**src/rtl/hazard_ctrl_mc.sv**
```systemverilog
// Pipeline hazard unit: stall/flush per stage, load-use interlock, exception redirect,
// start/ready handshake FSM per multicycle unit, saturating hazard counters.
module hazard_ctrl_mc #(
  parameter int          NUM_MCU    = 2,
  parameter logic [31:0] EXC_VECTOR = 32'hBFC00380,
  parameter logic [31:0] ERET_CODE  = 32'h0000000E,
  parameter int          CNT_W      = 32
) (
  input  logic               clk,
  input  logic               resetn,
  input  logic [4:0]         id_rs,
  input  logic [4:0]         id_rt,
  input  logic [4:0]         ex_rt,
  input  logic               ex_rmem,
  input  logic [NUM_MCU-1:0] ex_mcu_req,
  input  logic [NUM_MCU-1:0] mcu_ready,
  output logic [NUM_MCU-1:0] mcu_start,
  output logic [NUM_MCU-1:0] mcu_cancel,
  input  logic               stallreq_from_if,
  input  logic               stallreq_from_mem,
  input  logic [31:0]        mem_excepttype,
  input  logic [31:0]        mem_cp0_epc,
  output logic [4:0]         stall,
  output logic [4:0]         flush,
  output logic [31:0]        mem_newpc,
  output logic               except_flush,
  input  logic               cnt_clr,
  output logic [CNT_W-1:0]   cnt_lwstall,
  output logic [CNT_W-1:0]   cnt_mcustall,
  output logic [CNT_W-1:0]   cnt_except
);

  typedef enum logic [1:0] {ST_IDLE, ST_BUSY, ST_DONE} mcu_state_e;

  mcu_state_e         r_state [NUM_MCU];
  mcu_state_e         w_state_nxt [NUM_MCU];
  logic [NUM_MCU-1:0] w_start;
  logic [NUM_MCU-1:0] w_cancel;
  logic [NUM_MCU-1:0] w_mcu_busy;
  logic               w_lwstall;
  logic               w_exc_raw;
  logic               w_except_flush;
  logic               w_exc_hold;
  logic               w_mcu_stall;
  logic               w_stall_fe;
  logic               w_stall_ex;
  logic               w_ex_adv;
  logic               w_lw_cnt;
  logic [4:0]         w_stall_raw;
  logic [4:0]         w_flush;
  logic [CNT_W-1:0]   r_cnt_lw;
  logic [CNT_W-1:0]   r_cnt_mcu;
  logic [CNT_W-1:0]   r_cnt_exc;

  assign w_lwstall      = ex_rmem && (ex_rt != 5'd0) && ((ex_rt == id_rs) || (ex_rt == id_rt));
  assign w_exc_raw      = (mem_excepttype != 32'd0);
  // Redirect is deferred while either bus still has a transaction in flight.
  assign w_except_flush = w_exc_raw && !stallreq_from_if && !stallreq_from_mem;
  assign w_exc_hold     = w_exc_raw && !w_except_flush;
  assign w_mcu_stall    = |w_mcu_busy;

  assign w_stall_fe  = w_lwstall | w_mcu_stall | stallreq_from_if | stallreq_from_mem | w_exc_hold;
  assign w_stall_ex  = w_mcu_stall | stallreq_from_mem | w_exc_hold;
  assign w_stall_raw = {1'b0, w_stall_ex, w_stall_ex, w_stall_fe, w_stall_fe};
  assign w_flush     = {w_except_flush | stallreq_from_mem | w_exc_hold,
                        w_except_flush,
                        w_except_flush | (w_lwstall & ~w_stall_ex),
                        w_except_flush,
                        w_except_flush};
  assign w_ex_adv    = !w_stall_ex || w_except_flush;
  assign w_lw_cnt    = w_lwstall && !w_stall_ex;

  assign stall        = w_stall_raw & ~w_flush;
  assign flush        = w_flush;
  assign except_flush = w_except_flush;
  assign mem_newpc    = (mem_excepttype == ERET_CODE) ? mem_cp0_epc : EXC_VECTOR;
  // Pulses are suppressed while reset is held even though the FSMs sit in IDLE.
  assign mcu_start    = w_start & {NUM_MCU{resetn}};
  assign mcu_cancel   = w_cancel & {NUM_MCU{resetn}};

  always_comb begin
    w_start    = '0;
    w_cancel   = '0;
    w_mcu_busy = '0;
    for (int i = 0; i < NUM_MCU; i++) begin
      w_state_nxt[i] = r_state[i];
      w_mcu_busy[i]  = ex_mcu_req[i] && (r_state[i] != ST_DONE);
      case (r_state[i])
        ST_IDLE: begin
          if (ex_mcu_req[i] && !w_except_flush) begin
            w_start[i]     = 1'b1;
            w_state_nxt[i] = ST_BUSY;
          end
        end
        ST_BUSY: begin
          if (w_except_flush) begin
            w_cancel[i]    = 1'b1;
            w_state_nxt[i] = ST_IDLE;
          end else if (mcu_ready[i]) begin
            w_state_nxt[i] = ST_DONE;
          end
        end
        ST_DONE: begin
          if (w_ex_adv) w_state_nxt[i] = ST_IDLE;
        end
        default: w_state_nxt[i] = ST_IDLE;
      endcase
    end
  end

  always_ff @(posedge clk or negedge resetn) begin
    if (!resetn) begin
      for (int i = 0; i < NUM_MCU; i++) r_state[i] <= ST_IDLE;
    end else begin
      for (int i = 0; i < NUM_MCU; i++) r_state[i] <= w_state_nxt[i];
    end
  end

  // Counters saturate at all-ones; clear has priority over increment.
  always_ff @(posedge clk or negedge resetn) begin
    if (!resetn) begin
      r_cnt_lw  <= '0;
      r_cnt_mcu <= '0;
      r_cnt_exc <= '0;
    end else if (cnt_clr) begin
      r_cnt_lw  <= '0;
      r_cnt_mcu <= '0;
      r_cnt_exc <= '0;
    end else begin
      if (w_lw_cnt && !(&r_cnt_lw))         r_cnt_lw  <= r_cnt_lw + CNT_W'(1);
      if (w_mcu_stall && !(&r_cnt_mcu))     r_cnt_mcu <= r_cnt_mcu + CNT_W'(1);
      if (w_except_flush && !(&r_cnt_exc))  r_cnt_exc <= r_cnt_exc + CNT_W'(1);
    end
  end

  assign cnt_lwstall  = r_cnt_lw;
  assign cnt_mcustall = r_cnt_mcu;
  assign cnt_except   = r_cnt_exc;

endmodule

```
**config.mk**
```make
export PLATFORM = sky130hd
export DESIGN_NAME = hazard_ctrl_mc
export DESIGN_NICKNAME = d
export VERILOG_FILES = /design/src/rtl/hazard_ctrl_mc.sv
export SDC_FILE = /design/constraint.sdc
export NUM_CORES = 1
export LEC_CHECK = 0
export CAP_MARGIN = 20
export CORE_ASPECT_RATIO = 0.75
export CORE_MARGIN = 2
export CORE_UTILIZATION = 45
export DETAILED_ROUTE_END_ITERATION = 8
export GPL_TIMING_DRIVEN = 0
export PLACE_DENSITY = 0.92
export SYNTH_ARGS = -nofsm -noshare
export SYNTH_HDL_FRONTEND = slang
export SYNTH_SLANG_ARGS = --single-unit
```
**constraint.sdc**
```tcl
create_clock -name clk -period 3.15 [get_ports clk]
set_clock_uncertainty 0.15 [all_clocks]
set_input_delay 0.63 -clock clk [delete_from_list [all_inputs] [get_ports clk]]
set_output_delay 0.63 -clock clk [all_outputs]
set_load 0.03 [all_outputs]
```
==> out/metrics.csv, run 1 <==
metric;value;unit
startpoint types;input pin;
Core ar.;0.0129;sq mm
most frequent CP cell;buf_6;
area grow syn2layout;51.6;%
final hold violation count;0;
final net count;1017;
hpwl dp;14100;microns
Slew @ Worst Pin;676;ps
initial antenna violation count;1;
synthesized cell area;0.00592;sq mm
TritonCTS Buffers;9;
worst relative slew slack;54.7;%
largest net degree at the start of global routing;67;
drt wl/cell;17.3;microns
Mapped Cells;665;
Synth Net Count;757;
Final setup viols;0;
GRT Total Usage;27.1;%
share of cells above drive strength 1;14.6;%
I/O pin count;232;
Final min period;3140;ps
worst vdd rail ir drop;0.245;mV
R2R cell count;8;
status;finished clean;
number of port buffers;228;
Place WS;-1630;ps
DIE AREA;0.0141;sq mm
Max Cap Viol;0;
die height;103;microns
min-delay worst type;input pin to asynchronous set/reset pin;
Pre-antenna DRT Iters;7;
final wirelength;19100;microns
first-pass GRT wire length;30000;microns
number of synthesized flops with an enable pin;0;
via count;6203;
Initial Util;45.8;%
CTS tree;yes;
Die X;136;microns
commonest non-fill, non-tap cell in the layout;clkdlybuf4s50_1;
vias in the first global route;5777;
Power, Total;0.00289;W
ANT nets after route;0;
grt total ovfl;0;
gpl congestion;0.862;
Slew Viols, Final;0;
Seq/Total Area, Yosys;42.2;%
Synth cell types;50;
worst-skew pair later-pin latency;340;ps
asr flop ratio synth;100;%
CTS root buf;clkbuf_16;
critical setup path kind;input pin to primary output;
Remaining DRCs;0;
CTS max path bufs;2;
clk slew on worst S/H paths;70;ps
Crit Path Max Fanout;6;
worst-path cell chain;clkdlybuf4s15_1 > nor4_2 > nand4_1 > buf_6 > o31a_1 > buf_6 > nor4b_4 > buf_6;
Worst Setup End Kind;primary output;
RSZ-0062 raised after global routing;true;
mean post-synth cell area;8.91;sq um
Critical Path AT;2360;ps
synth warn;0;
power density over the cells;322;mW/mm^2
CP max stage delay;300;ps
Finished Core Util;69.5;%
Slowest cell on crit path;o31a_1;
Via density;5.63;
Leakage;3.60;nW
Setup WS post-layout;9.01;ps
Setup TNS;0;ps
floorplan row count;36;
Yosys reg bits;100;
initial DRC count;512;
Worst EP required;2370;ps
H-Tree Depth;3;
Sink Count;100;
commonest non-fill, non-tap cells in the layout;145 x clkdlybuf4s50_1, 100 x dfrtp_1, 61 x nor2_1, 43 x nand3_1, 41 x nand4_1;
fin crit share;99.7;%
Peak Freq;318;MHz
ys flop type;dfrtp_1;
==> metrics by stage <==
step | hold slack, ps | std cells | area, sq um
CTS | 38.8 | 1099 | 8990
global placement | 314 | 1064 | 8460
detailed placement | 327 | 1065 | 8480
floorplan | 184 | 665 | 5960
finish | 31.1 | 1102 | 8980
global route | 48.3 | 1102 | 8980
==> cells by family (layout without fill, tap and decap cells) <==
family	after synthesis	after routing	share of synthesized area, %
AO/OA/AOI/OAI	97	97	9.93
XOR/XNOR	61	61	9.02
adder cells (fa/ha/maj)	3	3	0.634
buffers and inverters	44	309	3.19
flip-flops	100	100	42.2
multiplexers	3	3	0.528
other	1	2	0.0633
AND/OR/NAND/NOR	356	356	34.4
==> repair_timing <==
item / in CTS / in global routing
setup endpoints to repair: 65 / 63
pin swaps: 18 / 16
setup buffers: 17 / 2
resized for setup: 193 / 62
hold buffers: 0 / 0
gates cloned: 1 / 0
==> critical path: cells and delay by family <==
kind	cells	cell delay, ps
buf+inv	4	700
simple gates	3	730
compound gates	1	300
==> where the power goes <==
group / total (W) / switching (W) / internal, W / leakage [nW]
logic: 0.000441 / 0.000239 / 0.000201 / 2.07
registers: 0.00136 / 0.0000454 / 0.00131 / 1.39
clock network: 0.00109 / 0.000519 / 0.000575 / 0.143
==> path summary, 6_finish.rpt <==
| check | start | end | slack, ps |
|---|---|---|---|
| max | mem_excepttype[16] | mcu_start[1] | 9 |
| min | resetn | cnt_mcustall[14] | 30 |
| max reg2reg | cnt_mcustall[3] | cnt_mcustall[15] | 380 |
| min reg2reg | r_state[1] | r_state[0] | 330 |
| max in group asynchronous | resetn | cnt_except[8] | 2190 |
| min in group clk | r_state[1] | r_state[0] | 330 |
==> synthesized netlist by cell type (2+ instances only) <==
master    count  area (sq um)
xor2_1       40           350
xnor2_1      21           184
nor4b_1       2          17.5
and4_1       13           114
inv_1         9          33.8
o32ai_1       2          17.5
o21ai_0      19          95.1
o21ai_1      17          85.1
o21ba_1       2          20.0
a21oi_1      37           185
clkbuf_1     25          93.8
nand2b_1     18           113
nand2_1      35           131
and3_1       20           125
or2_2         3          18.8
or3_1        32           200
nor4_2        2          25.0
and2_1       28           175
o31ai_1       6          45.0
nand3_1      44           220
buf_2         4          20.0
nor2b_1      11          68.8
or2_1         2          12.5
dfrtp_1     100          2500
ha_1          3          37.5
or4_1        12          90.1
buf_4         5          37.5
nand4b_1      2          17.5
nand4_1      41           257
a211oi_1      4          30.0
nand4_2       2          25.0
mux2i_1       2          20.0
nor2_1       62           233
nor4_1       13          81.3
o31a_1        3          26.3
nor3_1       10          50.1
==> registers in the layout, indices dropped and copies added (netlist names) <==
name,flops
cnt_mcustall,32
r_state,4
cnt_lwstall,32
cnt_except,32
==> layout make-up <==
cell class	instances	area, sq um
well taps	171	214
diodes	1	2.50
inverters	9	33.8
flip-flops and latches	100	2500
multi-input cells	521	3390
plain buffers	35	193
clock buffers	10	239
clock inverters	6	56.3
fillers	1029	3950
repair buffers	249	2360
==> layer usage <==
metal  vias up  track usage [%]  wire, microns
met2       280             44.2           9150
met3        35             5.26           1420
met1      2958             37.0           8120
li1       2930                -              -
met4         0             7.77            373
met5         -                0              0
Note: power is estimated with default switching activity, not from simulation.
==> run 2: changes to the inputs <==
clock period = 3.05 ns   (was 3.15 ns; I/O delays follow)
==> run 2 against run 1 <==
Against the previous run: cell count is 0.27% higher; non-clock buffer count rose by 4; final area about the same; worst hold slack got worse by 18 ps; core utilization is essentially flat; sequential cell count did not move; sequential share of layout area about the same; critical path type unchanged; largest power group unchanged; highest routed layer unchanged.
==> out/metrics.csv, run 2 (synthesis gave the netlist of run 1 again) <==
metric;value;unit
Reg power frac;45.7;%
Antenna Cells;0;
startpoint types;input pin;
RR Endpoint;cnt_except[19];
final hold violation count;0;
Remaining DRCs;0;
CP max stage delay;330;ps
Comb power frac;15.2;%
Reg2Reg Setup Slack;140;ps
Max Cap Viol;0;
Via density;5.67;
share of cells above drive strength 1;15.7;%
Final min period;3040;ps
DP Cell Count;1065;
I/O pin count;232;
Critical Path AT;2280;ps
commonest non-fill, non-tap cell in the layout;clkdlybuf4s50_1;
Core ar.;0.0129;sq mm
crit path from;mem_excepttype[23];
CTS root buf;clkbuf_16;
fin crit share;99.5;%
Worst EP required;2290;ps
TritonCTS Buffers;9;
Pre-antenna DRT Iters;5;
vias in the first global route;5920;
clock power share;39.1;%
grt total ovfl;0;
Sink Count;100;
hold buffers post-CTS;0;
Slew @ Worst Pin;719;ps
Hold WS;12.8;ps
ANT nets after route;0;
floorplan row count;36;
via count;6268;
Crit Path Max Fanout;7;
status;finished clean;
hpwl dp;14200;microns
Worst Setup End Kind;primary output;
number of port buffers;228;
R2R cell count;8;
fillcell total;1007;
worst relative slew slack;52.0;%
die height;103;microns
largest net degree at the start of global routing;67;
worst-path cell chain;dlygate4sd2_1 > nor4_2 > nand4_1 > buf_6 > o31a_1 > buf_6 > nor4b_4 > buf_6;
Final setup viols;0;
worst vdd rail ir drop;0.382;mV
reg2reg start;cnt_except[0];
min-delay worst type;input pin to asynchronous set/reset pin;
worst-skew pair later-pin latency;350;ps
Slowest cell on crit path;o31a_1;
critical setup path kind;input pin to primary output;
most frequent CP cell;buf_6;
Sw Ratio;27.5;%
first-pass GRT wire length;30700;microns
commonest non-fill, non-tap cells in the layout;144 x clkdlybuf4s50_1, 100 x dfrtp_1, 61 x nor2_1, 43 x nand3_1, 41 x nand4_1;
Slew Viols, Final;0;
Sw Pwr;0.000842;W
GRT Total Usage;27.8;%
DIE AREA;0.0141;sq mm
Worst Setup EP;mcu_start[1];
fin cells;1105;
H-Tree Depth;3;
CTS tree;yes;
internal power;0.00222;W
final net count;1021;
area grow syn2layout;51.7;%
Peak Freq;329;MHz
CTS max path bufs;2;
final wirelength;19900;microns
power density over the cells;341;mW/mm^2
Die X;136;microns
gpl congestion;0.885;
clk slew on worst S/H paths;80;ps
initial antenna violation count;0;
Leakage;3.65;nW
drt wl/cell;18.0;microns
Initial Util;45.8;%
initial DRC count;491;
==> run 2: cell types whose count changed in the layout (fill, tap and decap cells not counted), moves of 3 or more <==
cell and change:
clkbuf_2 +3, buf_2 +12, clkdlybuf4s15_2 -12, dlymetal6s2s_1 -4, clkdlybuf4s15_1 +3
==> run 2: what timing repair did <==
item	in CTS	in global routing
pin swaps	18	15
resized for setup	221	76
setup buffers	17	3
gates cloned	3	1
setup endpoints to repair	61	66
==> run 2: power groups by stage <==
stage               Clock, W  Sequential, W  Combinational, W
floorplan                  0        0.00144          0.000187
global placement           0        0.00143          0.000433
detailed placement         0        0.00143          0.000447
CTS                  0.00121        0.00140          0.000449
global route         0.00127        0.00141          0.000502
finish               0.00120        0.00140          0.000466
==> run 2: worst min path at each step <==
stage | endpoint | slack (ps) | cells past startpoint
CTS | cnt_mcustall[13] | 9 | 1
floorplan | cnt_except[0] | 160 | 0
global route | cnt_mcustall[13] | 30 | 1
detailed placement | r_state[0] | 320 | 1
finish | cnt_mcustall[13] | 10 | 1
global placement | r_state[0] | 310 | 1
==> run 2: worst max-delay path: cells and delay by family <==
kind | cells | cell delay [ps]
simple gates | 3 | 580
buf+inv | 4 | 740
compound gates | 1 | 330
==> run 2: per-stage QoR <==
stage | setup slack (ps) | power (W) | instance area [sq um] | setup TNS, ps | util, %
floorplan | -33.9 | 0.00163 | 5960 | -67.8 | -
finish | 14.9 | 0.00307 | 8990 | 0 | 69.5
detailed placement | -1490 | 0.00187 | 8480 | -59990 | 65.6
global route | -61.4 | 0.00317 | 8990 | -318 | 69.5
CTS | 2.34 | 0.00306 | 8980 | 0 | 69.5
global placement | -3960 | 0.00186 | 8460 | -320730 | 65.4
==> run 2: layout make-up <==
type                    instances  area, sq um  area share (%)
flip-flops and latches        100         2500            27.8
inverters                       9         33.8           0.376
clock inverters                 6         78.8           0.877
plain buffers                  35          193            2.14
clock buffers                  10          229            2.55
multi-input cells             521         3420            38.0
repair buffers                253         2320            25.8
well taps                     171          214            2.38
==> run 2: metal layers <==
metal | vias up | global-route usage (%) | part of all wire (%)
met4 | 0 | 9.46 | 2.8
li1 | 2934 | - | -
met5 | - | 0 | 0
met2 | 330 | 45.6 | 48
met1 | 2954 | 36.8 | 41
met3 | 50 | 6.19 | 7.8
